==> src/rtl/gpu_pkg.sv <==
// rtl/gpu_pkg.sv - shared constants, object word layout and FSM states for the sprite line fetcher
package gpu_pkg;

    localparam int NUM_SPRITES = 128;
    localparam int IDX_W       = $clog2(NUM_SPRITES);
    localparam int MAX_SLOTS   = 8;
    localparam int SPRITE_H    = 8;

    // Word offsets inside one 4-word object entry
    localparam logic [1:0] W_POS_Y = 2'd0;
    localparam logic [1:0] W_POS_X = 2'd1;
    localparam logic [1:0] W_TILE  = 2'd2;
    localparam logic [1:0] W_PAL   = 2'd3;

    localparam int EN_BIT    = 15;
    localparam int HFLIP_BIT = 15;
    localparam int VFLIP_BIT = 14;

    typedef enum logic [3:0] {
        S_IDLE,
        S_EVAL,
        S_CHK,
        S_ATTR1,
        S_ATTR2,
        S_ATTR3,
        S_TILE0,
        S_TILE1,
        S_EMIT,
        S_NEXT,
        S_DONE
    } state_t;

endpackage

==> src/rtl/sprite_row_reverse.sv <==
// rtl/sprite_row_reverse.sv - combinational reversal of the eight 4bpp pixels in a tile row
module sprite_row_reverse (
    input  logic [31:0] row_in,
    output logic [31:0] row_out
);

    for (genvar i = 0; i < 8; i++) begin : g_nib
        assign row_out[4*i +: 4] = row_in[4*(7-i) +: 4];
    end

endmodule

==> src/rtl/sprite_line_fetcher.sv <==
// rtl/sprite_line_fetcher.sv - per-line sprite scan and tile row fetch into slot records
// Optional flip support is built when SPRITE_FLIP_EN is defined.
module sprite_line_fetcher
    import gpu_pkg::*;
(
    input  logic        clk,
    input  logic        rst,
    input  logic        hbright,
    input  logic        vbright,
    input  logic [8:0]  next_line,
    input  logic [6:0]  sprite_priority,
    output logic [9:0]  obj_addr,
    input  logic [15:0] obj_data,
    output logic [12:0] tile_addr,
    input  logic [15:0] tile_data,
    output logic        slot_we,
    output logic [2:0]  slot_idx,
    output logic [9:0]  slot_x,
    output logic [3:0]  slot_pal,
    output logic [31:0] slot_row,
    output logic        line_done,
    output logic [3:0]  slot_count,
    output logic        overflow
);

    state_t             state_q, state_d;
    logic               hb_q;
    logic [8:0]         line_q, line_d;
    logic [IDX_W-1:0]   start_q, start_d, idx_q, idx_d, nxt_idx;
    logic [2:0]         row_q, row_d, row_new;
    logic [9:0]         x_q, x_d;
    logic [8:0]         tile_q, tile_d;
    logic [3:0]         pal_q, pal_d;
    logic [15:0]        word0_q, word0_d;
    logic [9:0]         obj_addr_q, obj_addr_d;
    logic [12:0]        tile_addr_q, tile_addr_d;
    logic               slot_we_q, slot_we_d;
    logic [2:0]         slot_idx_q, slot_idx_d;
    logic [9:0]         slot_x_q, slot_x_d;
    logic [3:0]         slot_pal_q, slot_pal_d;
    logic [31:0]        slot_row_q, slot_row_d;
    logic               line_done_q, line_done_d;
    logic [3:0]         slot_count_q, slot_count_d;
    logic               overflow_q, overflow_d;
    logic [8:0]         diff;
    logic               hit, advance, scan_start, hb_rise;
    logic [31:0]        row_raw, row_sel;
    logic               unused_obj_bits;

    assign scan_start      = hb_q & ~hbright & vbright;
    assign hb_rise         = hbright & ~hb_q;
    assign row_raw         = {word0_q, tile_data};
    assign unused_obj_bits = ^obj_data[14:10];

`ifdef SPRITE_FLIP_EN
    logic        hflip_q, hflip_d;
    logic [31:0] row_rev;

    sprite_row_reverse u_row_reverse (
        .row_in  (row_raw),
        .row_out (row_rev)
    );

    assign row_sel = hflip_q ? row_rev : row_raw;
`else
    assign row_sel = row_raw;
`endif

    always_comb begin
        state_d      = state_q;
        line_d       = line_q;
        start_d      = start_q;
        idx_d        = idx_q;
        row_d        = row_q;
        x_d          = x_q;
        tile_d       = tile_q;
        pal_d        = pal_q;
        word0_d      = word0_q;
        obj_addr_d   = obj_addr_q;
        tile_addr_d  = tile_addr_q;
        slot_we_d    = 1'b0;
        slot_idx_d   = slot_idx_q;
        slot_x_d     = slot_x_q;
        slot_pal_d   = slot_pal_q;
        slot_row_d   = slot_row_q;
        line_done_d  = 1'b0;
        slot_count_d = slot_count_q;
        overflow_d   = overflow_q;
        advance      = 1'b0;
        row_new      = row_q;
        nxt_idx      = idx_q + 1'b1;
`ifdef SPRITE_FLIP_EN
        hflip_d      = hflip_q;
`endif
        diff = line_q - obj_data[8:0];
        hit  = obj_data[EN_BIT] && (diff < 9'(SPRITE_H));

        case (state_q)
            S_IDLE: begin
                if (scan_start) begin
                    line_d       = next_line;
                    start_d      = sprite_priority;
                    idx_d        = sprite_priority;
                    slot_count_d = 4'd0;
                    overflow_d   = 1'b0;
                    obj_addr_d   = {1'b0, sprite_priority, W_POS_Y};
                    state_d      = S_EVAL;
                end
            end
            S_EVAL: state_d = S_CHK;
            S_CHK: begin
                // Once all slots are taken the scan keeps evaluating only to detect overflow
                if (hit && slot_count_q != 4'(MAX_SLOTS)) begin
                    row_d      = diff[2:0];
                    obj_addr_d = {1'b0, idx_q, W_POS_X};
                    state_d    = S_ATTR1;
                end else begin
                    if (hit) overflow_d = 1'b1;
                    advance = 1'b1;
                end
            end
            S_ATTR1: begin
                obj_addr_d = {1'b0, idx_q, W_TILE};
                state_d    = S_ATTR2;
            end
            S_ATTR2: begin
                x_d        = obj_data[9:0];
                obj_addr_d = {1'b0, idx_q, W_PAL};
                state_d    = S_ATTR3;
            end
            S_ATTR3: begin
`ifdef SPRITE_FLIP_EN
                row_new = obj_data[VFLIP_BIT] ? ~row_q : row_q;
                hflip_d = obj_data[HFLIP_BIT];
`endif
                row_d       = row_new;
                tile_d      = obj_data[8:0];
                tile_addr_d = {obj_data[8:0], row_new, 1'b0};
                state_d     = S_TILE0;
            end
            S_TILE0: begin
                pal_d       = obj_data[3:0];
                tile_addr_d = {tile_q, row_q, 1'b1};
                state_d     = S_TILE1;
            end
            S_TILE1: begin
                word0_d = tile_data;
                state_d = S_EMIT;
            end
            S_EMIT: begin
                slot_we_d    = 1'b1;
                slot_idx_d   = slot_count_q[2:0];
                slot_x_d     = x_q;
                slot_pal_d   = pal_q;
                slot_row_d   = row_sel;
                slot_count_d = slot_count_q + 4'd1;
                advance      = 1'b1;
            end
            S_NEXT: state_d = S_CHK;
            S_DONE: begin
                line_done_d = 1'b1;
                state_d     = S_IDLE;
            end
            default: state_d = S_IDLE;
        endcase

        // NEXT is the read-latency cycle for word 0 of the following sprite
        if (advance) begin
            if (nxt_idx == start_q) begin
                state_d = S_DONE;
            end else begin
                idx_d      = nxt_idx;
                obj_addr_d = {1'b0, nxt_idx, W_POS_Y};
                state_d    = S_NEXT;
            end
        end

        if (hb_rise && state_q != S_IDLE && state_q != S_DONE) begin
            state_d      = S_IDLE;
            overflow_d   = 1'b1;
            slot_we_d    = 1'b0;
            slot_count_d = slot_count_q;
        end
    end

    always_ff @(posedge clk) begin
        if (!rst) begin
            state_q      <= S_IDLE;
            hb_q         <= 1'b0;
            line_q       <= '0;
            start_q      <= '0;
            idx_q        <= '0;
            row_q        <= '0;
            x_q          <= '0;
            tile_q       <= '0;
            pal_q        <= '0;
            word0_q      <= '0;
            obj_addr_q   <= '0;
            tile_addr_q  <= '0;
            slot_we_q    <= 1'b0;
            slot_idx_q   <= '0;
            slot_x_q     <= '0;
            slot_pal_q   <= '0;
            slot_row_q   <= '0;
            line_done_q  <= 1'b0;
            slot_count_q <= '0;
            overflow_q   <= 1'b0;
`ifdef SPRITE_FLIP_EN
            hflip_q      <= 1'b0;
`endif
        end else begin
            state_q      <= state_d;
            hb_q         <= hbright;
            line_q       <= line_d;
            start_q      <= start_d;
            idx_q        <= idx_d;
            row_q        <= row_d;
            x_q          <= x_d;
            tile_q       <= tile_d;
            pal_q        <= pal_d;
            word0_q      <= word0_d;
            obj_addr_q   <= obj_addr_d;
            tile_addr_q  <= tile_addr_d;
            slot_we_q    <= slot_we_d;
            slot_idx_q   <= slot_idx_d;
            slot_x_q     <= slot_x_d;
            slot_pal_q   <= slot_pal_d;
            slot_row_q   <= slot_row_d;
            line_done_q  <= line_done_d;
            slot_count_q <= slot_count_d;
            overflow_q   <= overflow_d;
`ifdef SPRITE_FLIP_EN
            hflip_q      <= hflip_d;
`endif
        end
    end

    assign obj_addr   = obj_addr_q;
    assign tile_addr  = tile_addr_q;
    assign slot_we    = slot_we_q;
    assign slot_idx   = slot_idx_q;
    assign slot_x     = slot_x_q;
    assign slot_pal   = slot_pal_q;
    assign slot_row   = slot_row_q;
    assign line_done  = line_done_q;
    assign slot_count = slot_count_q;
    assign overflow   = overflow_q;

endmodule

==> config.mk <==
export PLATFORM = sky130hd
export DESIGN_NAME = sprite_line_fetcher
export DESIGN_NICKNAME = d
export VERILOG_FILES = /design/src/rtl/gpu_pkg.sv /design/src/rtl/sprite_row_reverse.sv /design/src/rtl/sprite_line_fetcher.sv
export SDC_FILE = /design/constraint.sdc
export NUM_CORES = 1
export LEC_CHECK = 0
export CORE_UTILIZATION = 35
export CTS_BUF_LIST = sky130_fd_sc_hd__clkbuf_2
export DETAILED_ROUTE_END_ITERATION = 12
export SKIP_LAST_GASP = 1
export SLEW_MARGIN = 25
export SYNTH_ARGS = -nofsm -noshare
export SYNTH_HDL_FRONTEND = slang
export SYNTH_SLANG_ARGS = --single-unit
==> constraint.sdc <==
create_clock -name clk -period 6.92 [get_ports clk]
set_input_delay 1.384 -clock clk [delete_from_list [all_inputs] [get_ports clk]]
set_output_delay 1.384 -clock clk [all_outputs]
set_load 0.01 [all_outputs]
==> impl_results.md, run 1 <==
* Top Family by Delay on Critical Path: compound AO/OA/AOI/OAI gates
* Critical path class: input port to register
* # resized after CTS at 0
* First-pass GRT wire length at 25.8 mm
* Hpwl dp at 11.0 mm
* Final min period at 4.43 ns
* FF-to-FF setup slack at 3.31 ns
* Max-slew violations at 0
* Clock Latency Late Sink at 0.76 ns
* Critical path data arrival time at 5.12 ns
* Final instance area at 7940 um2
* CP max FO at 19
* Drt wl/cell at 14.5 um
* Final wirelength at 16.4 mm
* CP bufs+invs at 1
* Grt ovf at 0
* TritonCTS Buffers at 17
* Startpoint Class: input port
* Die Footprint at 18500 um2
* CP required at 7.61 ns
* Status: finished, final reports clean
* M1 WL at 7.88 mm
* CTS Sinks at 149
* Mean post-synth cell area at 7.93 um2
* EDFF count, synth at 0
* Clock tree buffer depth at 2
* Area delta synth->final at 26.1%
* Multi-input gate area at 3040 um2
* Syn nets at 859
* Vias in the first global route at 5020
* Crit path cell chain: clkdlybuf4s50_1 > ha_1 > fa_1 > nand2b_1 > a21o_1 > a32oi_2 > xnor2_1 > nor4_4 > o31a_1 > nand2_1 > o221ai_1
* Sequential area share after synthesis at 0.473
* MaxCap Viol Count at 0
* # rows at 48
* CTS tree: yes
* Yosys warns at 0
* Total GRT Usage at 0.179
* Nets@finish at 959
* Worst slew pin tran at 1.06 ns
* Ranking of synthesized cells by area: dfxtp_1 (47%), nand2_1 (15%), a21oi_1 (9.8%)
* DR DRC count at 0
* Vias/cell at 4.97
* Placer Congestion at 0.798
* Yosys cell types at 61
* Post-synth ARST share at 0
* Post-synth top flop: dfxtp_1
* IO buf count at 125
* Final period utilization at 0.641
* Area leader, netlist: dfxtp_1
* Effective utilization at floorplan at 0.362
* Routed wl met2 at 7.58 mm
* CTS root buf: clkbuf_2
* Slowest-stage cell, CP: o31a_1
* Post-DRT Antenna Nets at 0
* Met3 routed WL at 704 um
* Power per cell area at 255 nW/um2
* Fmax at 0.226 GHz
* IR drop worst, VDD at 110 uV
* Fin Hold WS at 0.434 ns
* Power after layout at 2.02 mW
* Placed cell area at 7690 um2
* Post-Synthesis Cell Area at 6300 um2
* Setup crit end kind: register
* Die X at 136 um
* Hold WC Path Type: register to register
* Filler cells at 1803
* Vias at 5641
* Finish-stage setup viols at 0
* Top sig layer: met4
* H-tree levels at 4
* Fin. Hold Viols at 0
* Leak at 2.69 nW
* Setup TNS at 0 ns
* Reg clk slew, reported paths at 0.25 ns
* Largest net degree at the start of global routing at 81
* Share of the synthesized area in the top cell type at 0.473
* Synth Instances at 795
* IO Count at 131
* Initial antenna violation count at 1
* Die height at 136 um
* Register area at 2980 um2
* Seq cells post-synth at 149
* Post-CTS Hold Buffers at 0
* CP max stage delay at 0.73 ns
* Layout cells sized above 1 at 0.0573
* RSZ-0062 raised after global routing: false
* Core area at 17400 um2
* Post-Route Skew at 0.0390 ns
* DR pass1 iterations at 5
* Max_slew headroom at 0.286
* DRT iter0 DRCs at 305
* Post-CTS setup buffer count at 0
==> worst reg2reg max path, stage by stage, from the launching register on <==
cell      delay, ns
dfxtp_1        0.38
inv_1          0.05
ha_1           0.20
fa_1           0.40
nand2b_1       0.19
a21o_1         0.22
a32oi_2        0.19
xnor2_1        0.15
nor4_4         0.57
o31a_1         0.73
nand2_1        0.26
o221ai_1       0.23
==> metrics by stage <==
step,utilization,setup slack (ns),instances
detailed placement,0.441,1.70,1101
finish,0.456,2.49,1134
CTS,0.456,2.52,1133
global placement,0.441,1.71,1101
floorplan,-,3.01,795
global route,0.456,2.30,1134
==> power breakdown <==
group / switching, mW / internal [mW] / leakage, nW
clock: 0.346 / 0.179 / 0.152
sequential: 0.0629 / 0.922 / 1.20
combinational: 0.298 / 0.215 / 1.33
==> kinds of logic (layout without fill, tap and decap cells) <==
group | after synthesis | in the layout | synth area share
adder cells (fa/ha/maj) | 12 | 12 | 0.0250
XOR/XNOR | 15 | 15 | 0.0209
flip-flops | 149 | 149 | 0.473
multiplexers | 13 | 13 | 0.0209
AND/OR/NAND/NOR | 328 | 328 | 0.218
buffers and inverters | 72 | 185 | 0.0483
AO/OA/AOI/OAI | 206 | 206 | 0.193
other | 0 | 1 | 0
==> cell usage after synthesis, drive strengths merged, types with 5 or more instances <==
master  number
a21oi      124
a31oi       14
a32oi        5
buf          6
clkbuf      44
dfxtp      149
ha          11
inv         22
mux2i       12
nand2      247
nand2b       9
nand3       11
nor2        27
nor3         8
nor4         5
o21ai       20
o22ai        5
o31a         6
or2          5
xnor2        8
xor2         7
==> layout make-up <==
type | instances | area share
tap | 225 | 0.0354
multi-input combinational | 574 | 0.383
clock inverter | 14 | 0.0206
sequential | 149 | 0.376
inverter | 22 | 0.0107
clock buffer | 18 | 0.0113
timing repair buffer | 131 | 0.163
antenna | 1 | 0.000315
==> cell usage in the layout (no fill, tap or decap), types with 3 or more instances in the layout <==
| cell | Yosys | routed |
|---|---|---|
| o31ai_1 | 3 | 3 |
| nor3_1 | 8 | 8 |
| buf_4 | 2 | 6 |
| o21a_1 | 3 | 3 |
| a21oi_1 | 124 | 124 |
| a21o_1 | 3 | 3 |
| o21ai_1 | 3 | 3 |
| clkinv_4 | 0 | 3 |
| nand3_1 | 10 | 9 |
| or2_2 | 3 | 3 |
| o211ai_1 | 3 | 3 |
| and3_1 | 4 | 4 |
| nand2b_1 | 9 | 9 |
| mux2i_1 | 12 | 12 |
| ha_1 | 11 | 11 |
| inv_6 | 0 | 5 |
| a211oi_1 | 4 | 4 |
| nor4_1 | 4 | 3 |
| o21ai_0 | 17 | 17 |
| a31oi_1 | 14 | 14 |
| xnor2_1 | 8 | 8 |
| nand2_1 | 247 | 247 |
| clkbuf_2 | 0 | 18 |
| nor2_1 | 27 | 26 |
| a32oi_1 | 4 | 4 |
| o22ai_1 | 5 | 5 |
| clkdlybuf4s50_1 | 0 | 125 |
| o31a_1 | 6 | 6 |
| a21boi_0 | 3 | 3 |
| dfxtp_1 | 149 | 149 |
| xor2_1 | 7 | 7 |
| inv_1 | 21 | 21 |
==> path summary, 6_finish.rpt <==
kind               start          end  cells past startpoint
max          obj_data[0]  obj_addr[2]                     11
max reg2reg    line_q[0]  obj_addr[2]                     11
min reg2reg       x_q[7]    slot_x[7]                      2
min               x_q[7]    slot_x[7]                      2
==> flip-flops by register name, indices dropped and copies added (netlist names) <==
register and cells:
x_q 10, slot_row 32, overflow 1, line_q 9, hb_q 1, tile_q 9
row_new 3, slot_we 1, slot_idx 3, start_q 7, line_done 1, state_q 4
slot_count 4, slot_x 10, obj_addr 10, idx_q 7, pal_q 4, tile_addr 13
slot_pal 4, word0_q 16
==> metal layers <==
metal / global-route usage / vias up
met2: 0.289 / 109
met1: 0.235 / 2630
li1: - / 2887
met3: 0.0403 / 15
met4: 0.0574 / 0
met5: 0 / -
(Power assumes the default switching activity.)
==> inputs of run 2 (changes only) <==
==> constraint.sdc (replaced) <==
create_clock -name clk -period 4.1 [get_ports clk]
set_input_delay 0.82 -clock clk [delete_from_list [all_inputs] [get_ports clk]]
set_output_delay 0.82 -clock clk [all_outputs]
set_load 0.01 [all_outputs]
==> impl_results.md, run 2 (synthesis gave the netlist of run 1 again) <==
* Status: finished, final reports clean
* Final min period at 3.44 ns
* Commonest non-fill, non-tap cell in the layout: nand2_1
* # rows at 48
* Finish-stage setup viols at 0
* Initial antenna violation count at 1
* Hold Path Stages at 2
* MaxCap Viol Count at 0
* Drt wl/cell at 14.4 um
* Max-slew violations at 0
* IO Count at 131
* Layout cells sized above 1 at 0.0836
* DRT iter0 DRCs at 320
* Nets@finish at 984
* Effective utilization at floorplan at 0.362
* IO buf count at 125
* Final core occ at 0.471
* First-pass GRT wire length at 26.6 mm
* Clock Latency Late Sink at 0.76 ns
* Fmax at 0.291 GHz
* IR drop worst, VDD at 182 uV
* Area delta synth->final at 30.2%
* Leak at 2.83 nW
* Destination of the worst hold path: obj_addr[9]
* Max_slew headroom at 0.316
* Worst r2r src: line_q[0]
* Post-CTS setup buffer count at 0
* Post-DRT Antenna Nets at 0
* Setup TNS at 0 ns
* Setup ws final at 0.660 ns
* Vias/cell at 4.92
* Final period utilization at 0.839
* CP max FO at 7
* Hpwl dp at 11.5 mm
* Max reg flops at 32
* CTS root buf: clkbuf_2
* Worst r2r dst: idx_q[3]
* Hold WC Path Type: register to register
* Post-place setup slack at -0.163 ns
* Reg clk slew, reported paths at 0.24 ns
* Post-CTS Hold Buffers at 0
* Final wirelength at 16.7 mm
* Fin. Hold Viols at 0
* Post-Route Skew at 0.0364 ns
* Clock tree buffer depth at 2
* H-tree levels at 4
* Most frequent cells in the layout: nand2_1 (247), dfxtp_1 (149), clkdlybuf4s50_1 (125)
* Die height at 136 um
* CTS tree: yes
* # resized after CTS at 0
* CTS Sinks at 149
* FF-to-FF path depth at 11
* DR pass1 iterations at 5
* Die X at 136 um
* Vias in the first global route at 5250
* Startpoint Class: input port
* Power per cell area at 437 nW/um2
* Critical path data arrival time at 4.11 ns
* Min-delay src: obj_addr[9]
* Grt ovf at 0
* Setup crit end kind: register
* Total GRT Usage at 0.185
* Die Footprint at 18500 um2
* Worst slew pin tran at 1.02 ns
* TritonCTS Buffers at 17
* CP required at 4.77 ns
* Placer Congestion at 0.792
* Core area at 17400 um2
* Critical path class: input port to register
* RSZ-0062 raised after global routing: false
* FF-to-FF setup slack at 0.80 ns
* DR DRC count at 0
* Vias at 5706
* Largest net degree at the start of global routing at 76
## run 2: cell count changes in the layout (fill, tap and decap cells not counted), sizes merged
cell / delta
buf: +25
bufinv: +1
clkbuf: -1
clkinv: -3
clkinvlp: +1
inv: +2
## run 2: worst max-delay path by stage
stage,startpoint,to,slack [ns],cells past startpoint
final,obj_data[0],idx_q[3],0.66,11
after global routing,obj_data[0],obj_addr[5],0.58,11
after CTS,obj_data[0],obj_addr[5],0.67,11
after detailed placement,obj_data[0],obj_addr[5],-0.16,11
after global placement,obj_data[0],idx_q[3],-0.12,11
after floorplan,obj_data[0],idx_q[5],0.75,12
## run 2: stage by stage
stage / area, um2 / std cells / hold WS, ns / total power, mW
final: 8200 / 1159 / 0.448 / 3.58
after global routing: 8200 / 1159 / 0.447 / 3.79
after CTS: 8190 / 1158 / 0.450 / 3.62
after detailed placement: 7900 / 1126 / 0.424 / 2.63
after global placement: 7900 / 1126 / 0.423 / 2.63
after floorplan: 6300 / 795 / 0.431 / 2.27
## run 2: critical path: stages
cell and delay [ns]:
clkdlybuf4s50_1 0.47, ha_1 0.26, fa_1 0.38, nand2b_1 0.19, and4b_1 0.21, o21a_1 0.17, o32ai_2 0.38, nor4_4 0.08
o31ai_1 0.83, a21o_1 0.26, a21oi_1 0.04
## run 2: routing by layer
metal	routed length (um)	up-vias	global-route usage
li1	-	2950	-
met1	7930	2618	0.240
met2	7760	124	0.300
met3	765	14	0.0429
met4	217	0	0.0636
met5	0	-	0
## run 2: area by class of cell
| cell class | count | area (um2) |
|---|---|---|
| fill | 1775 | 9210 |
| clock inverter | 15 | 205 |
| timing repair buffer | 156 | 1520 |
| multi-input combinational | 574 | 3040 |
| tap | 225 | 282 |
| sequential | 149 | 2980 |
| inverter | 22 | 85.1 |
| antenna | 1 | 2.50 |
| clock buffer | 17 | 85.1 |
## run 2: power by group
| part | total [mW] | switching, mW | internal (mW) |
|---|---|---|---|
| logic | 0.935 | 0.513 | 0.422 |
| clock network | 0.989 | 0.618 | 0.371 |
| registers | 1.66 | 0.105 | 1.56 |
| total | 3.58 | 1.24 | 2.35 |
==> inputs of run 3 (changes only) <==
==> constraint.sdc (replaced) <==
create_clock -name clk -period 3 [get_ports clk]
set_input_delay 0.6 -clock clk [delete_from_list [all_inputs] [get_ports clk]]
set_output_delay 0.6 -clock clk [all_outputs]
set_load 0.01 [all_outputs]
==> impl_results.md, run 3 (synthesis gave the netlist of run 1 again) <==
* Leak at 2.93 nW
* Hpwl dp at 12.2 mm
* Max-slew violations at 0
* Grt ovf at 0
* DRT iter0 DRCs at 339
* M1 GR Usage at 0.255
* First-pass GRT wire length at 27.8 mm
* Core area at 17400 um2
* Placer Congestion at 0.842
* TritonCTS Buffers at 17
* Met2 Usage GRT at 0.303
* Die Footprint at 18500 um2
* Setup TNS at 0 ns
* Largest net degree at the start of global routing at 51
* DR DRC count at 0
* Post-DRT Antenna Nets at 0
* Startpoint Class: register
* Initial antenna violation count at 1
* Met3 GRT Util at 0.0406
* Final core occ at 0.482
* Vias in the first global route at 5440
* Area delta synth->final at 33.2%
* Critical path class: register to register
* RSZ-0062 raised after global routing: true
* Most frequent cells in the layout: nand2_1 (245), dfxtp_1 (148), clkdlybuf4s50_1 (125)
* DR pass1 iterations at 7
* Die X at 136 um
* Critical path data arrival time at 3.60 ns
* CP required at 3.67 ns
* IO Count at 131
* Vias/cell at 5.01
* Reg clk slew, reported paths at 0.23 ns
* Drt wl/cell at 14.9 um
* Post-Route Skew at 0.0316 ns
* FF-to-FF setup slack at 0.06 ns
* Vias at 5892
* H-tree levels at 4
* Effective utilization at floorplan at 0.362
* Final min period at 2.94 ns
* CTS tree: yes
* Commonest non-fill, non-tap cell in the layout: nand2_1
* Max_slew headroom at 0.525
* Final wirelength at 17.5 mm
* MaxCap Viol Count at 0
* Status: finished, final reports clean
* Fmax at 0.340 GHz
* Die height at 136 um
* Clock Latency Late Sink at 0.72 ns
* Fin. Hold Viols at 0
* CP max FO at 7
* Clock tree buffer depth at 2
* Layout cells sized above 1 at 0.118
* Setup crit end kind: register
* Final period utilization at 0.979
* IR drop worst, VDD at 214 uV
* Finish-stage setup viols at 0
* CTS Sinks at 149
* Hold WC Path Type: input port to register
* Power per cell area at 576 nW/um2
* IO buf count at 125
* Total GRT Usage at 0.193
* Top Usage Layer GRT: met2
* Nets@finish at 1002
* Max reg flops at 32
* Worst slew pin tran at 0.710 ns
* CTS root buf: clkbuf_2
* # rows at 48
## run 3: cell types whose count changed in the layout (fill, tap and decap cells not counted), sizes merged
| cell | delta |
|---|---|
| bufinv | -2 |
| clkinv | +2 |
| buf | +18 |
| clkinvlp | +1 |
| inv | -1 |
## run 3: worst paths after layout
check | start | end | cells after the start
max | line_q[0] | obj_addr[2] | 12
max reg2reg | line_q[0] | obj_addr[2] | 12
min | next_line[8] | line_q[8] | 3
min reg2reg | word0_q[13] | slot_row[29] | 2
## run 3: per-layer routing
metal / routed length [um] / vias up
met5: 0 / -
met4: 354 / 0
met3: 933 / 24
li1: - / 2979
met2: 7810 / 153
met1: 8410 / 2736
## run 3: where the power goes
part           internal [mW]  switching, mW
sequential              2.13          0.128
clock                  0.321          0.808
combinational          0.664          0.783
total                   3.11           1.72
## run 3: what timing repair did
| action | in CTS | in global routing |
|---|---|---|
| setup buffers | 0 | 2 |
| hold buffers | 0 | 0 |
| gates resized for setup | 0 | 18 |
| setup endpoints to repair | 0 | 17 |
## run 3: layout make-up
class,count,area (um2)
inverter,22,85.1
clock buffer,17,85.1
fill,1765,9020
antenna,1,2.50
multi-input combinational,574,3150
tap,225,282
sequential,149,2980
timing repair buffer,174,1660
clock inverter,15,143
## run 3: per-stage QoR
step,worst slack [ns],cells,hold slack [ns],total power [mW],instance area (um2)
2_1_floorplan,0.00756,795,0.431,3.12,6350
3_3_place_gp,-0.611,1142,0.428,3.67,8070
3_5_place_dp,-0.647,1142,0.432,3.67,8070
4_1_cts,0.0139,1174,0.314,4.81,8290
5_1_grt,-0.0619,1177,0.327,5.11,8390
6_report,0.0631,1177,0.403,4.83,8390
## run 3: worst max-delay path: stages, from the launching register on
cell and delay [ns]:
dfxtp_2 0.39, inv_2 0.06, ha_4 0.16, fa_2 0.39, nand2b_4 0.15, and4b_1 0.19
o21a_1 0.19, o32ai_4 0.31, nor4_4 0.12, o31a_1 0.36, buf_6 0.16, or3_1 0.33
o221ai_2 0.07
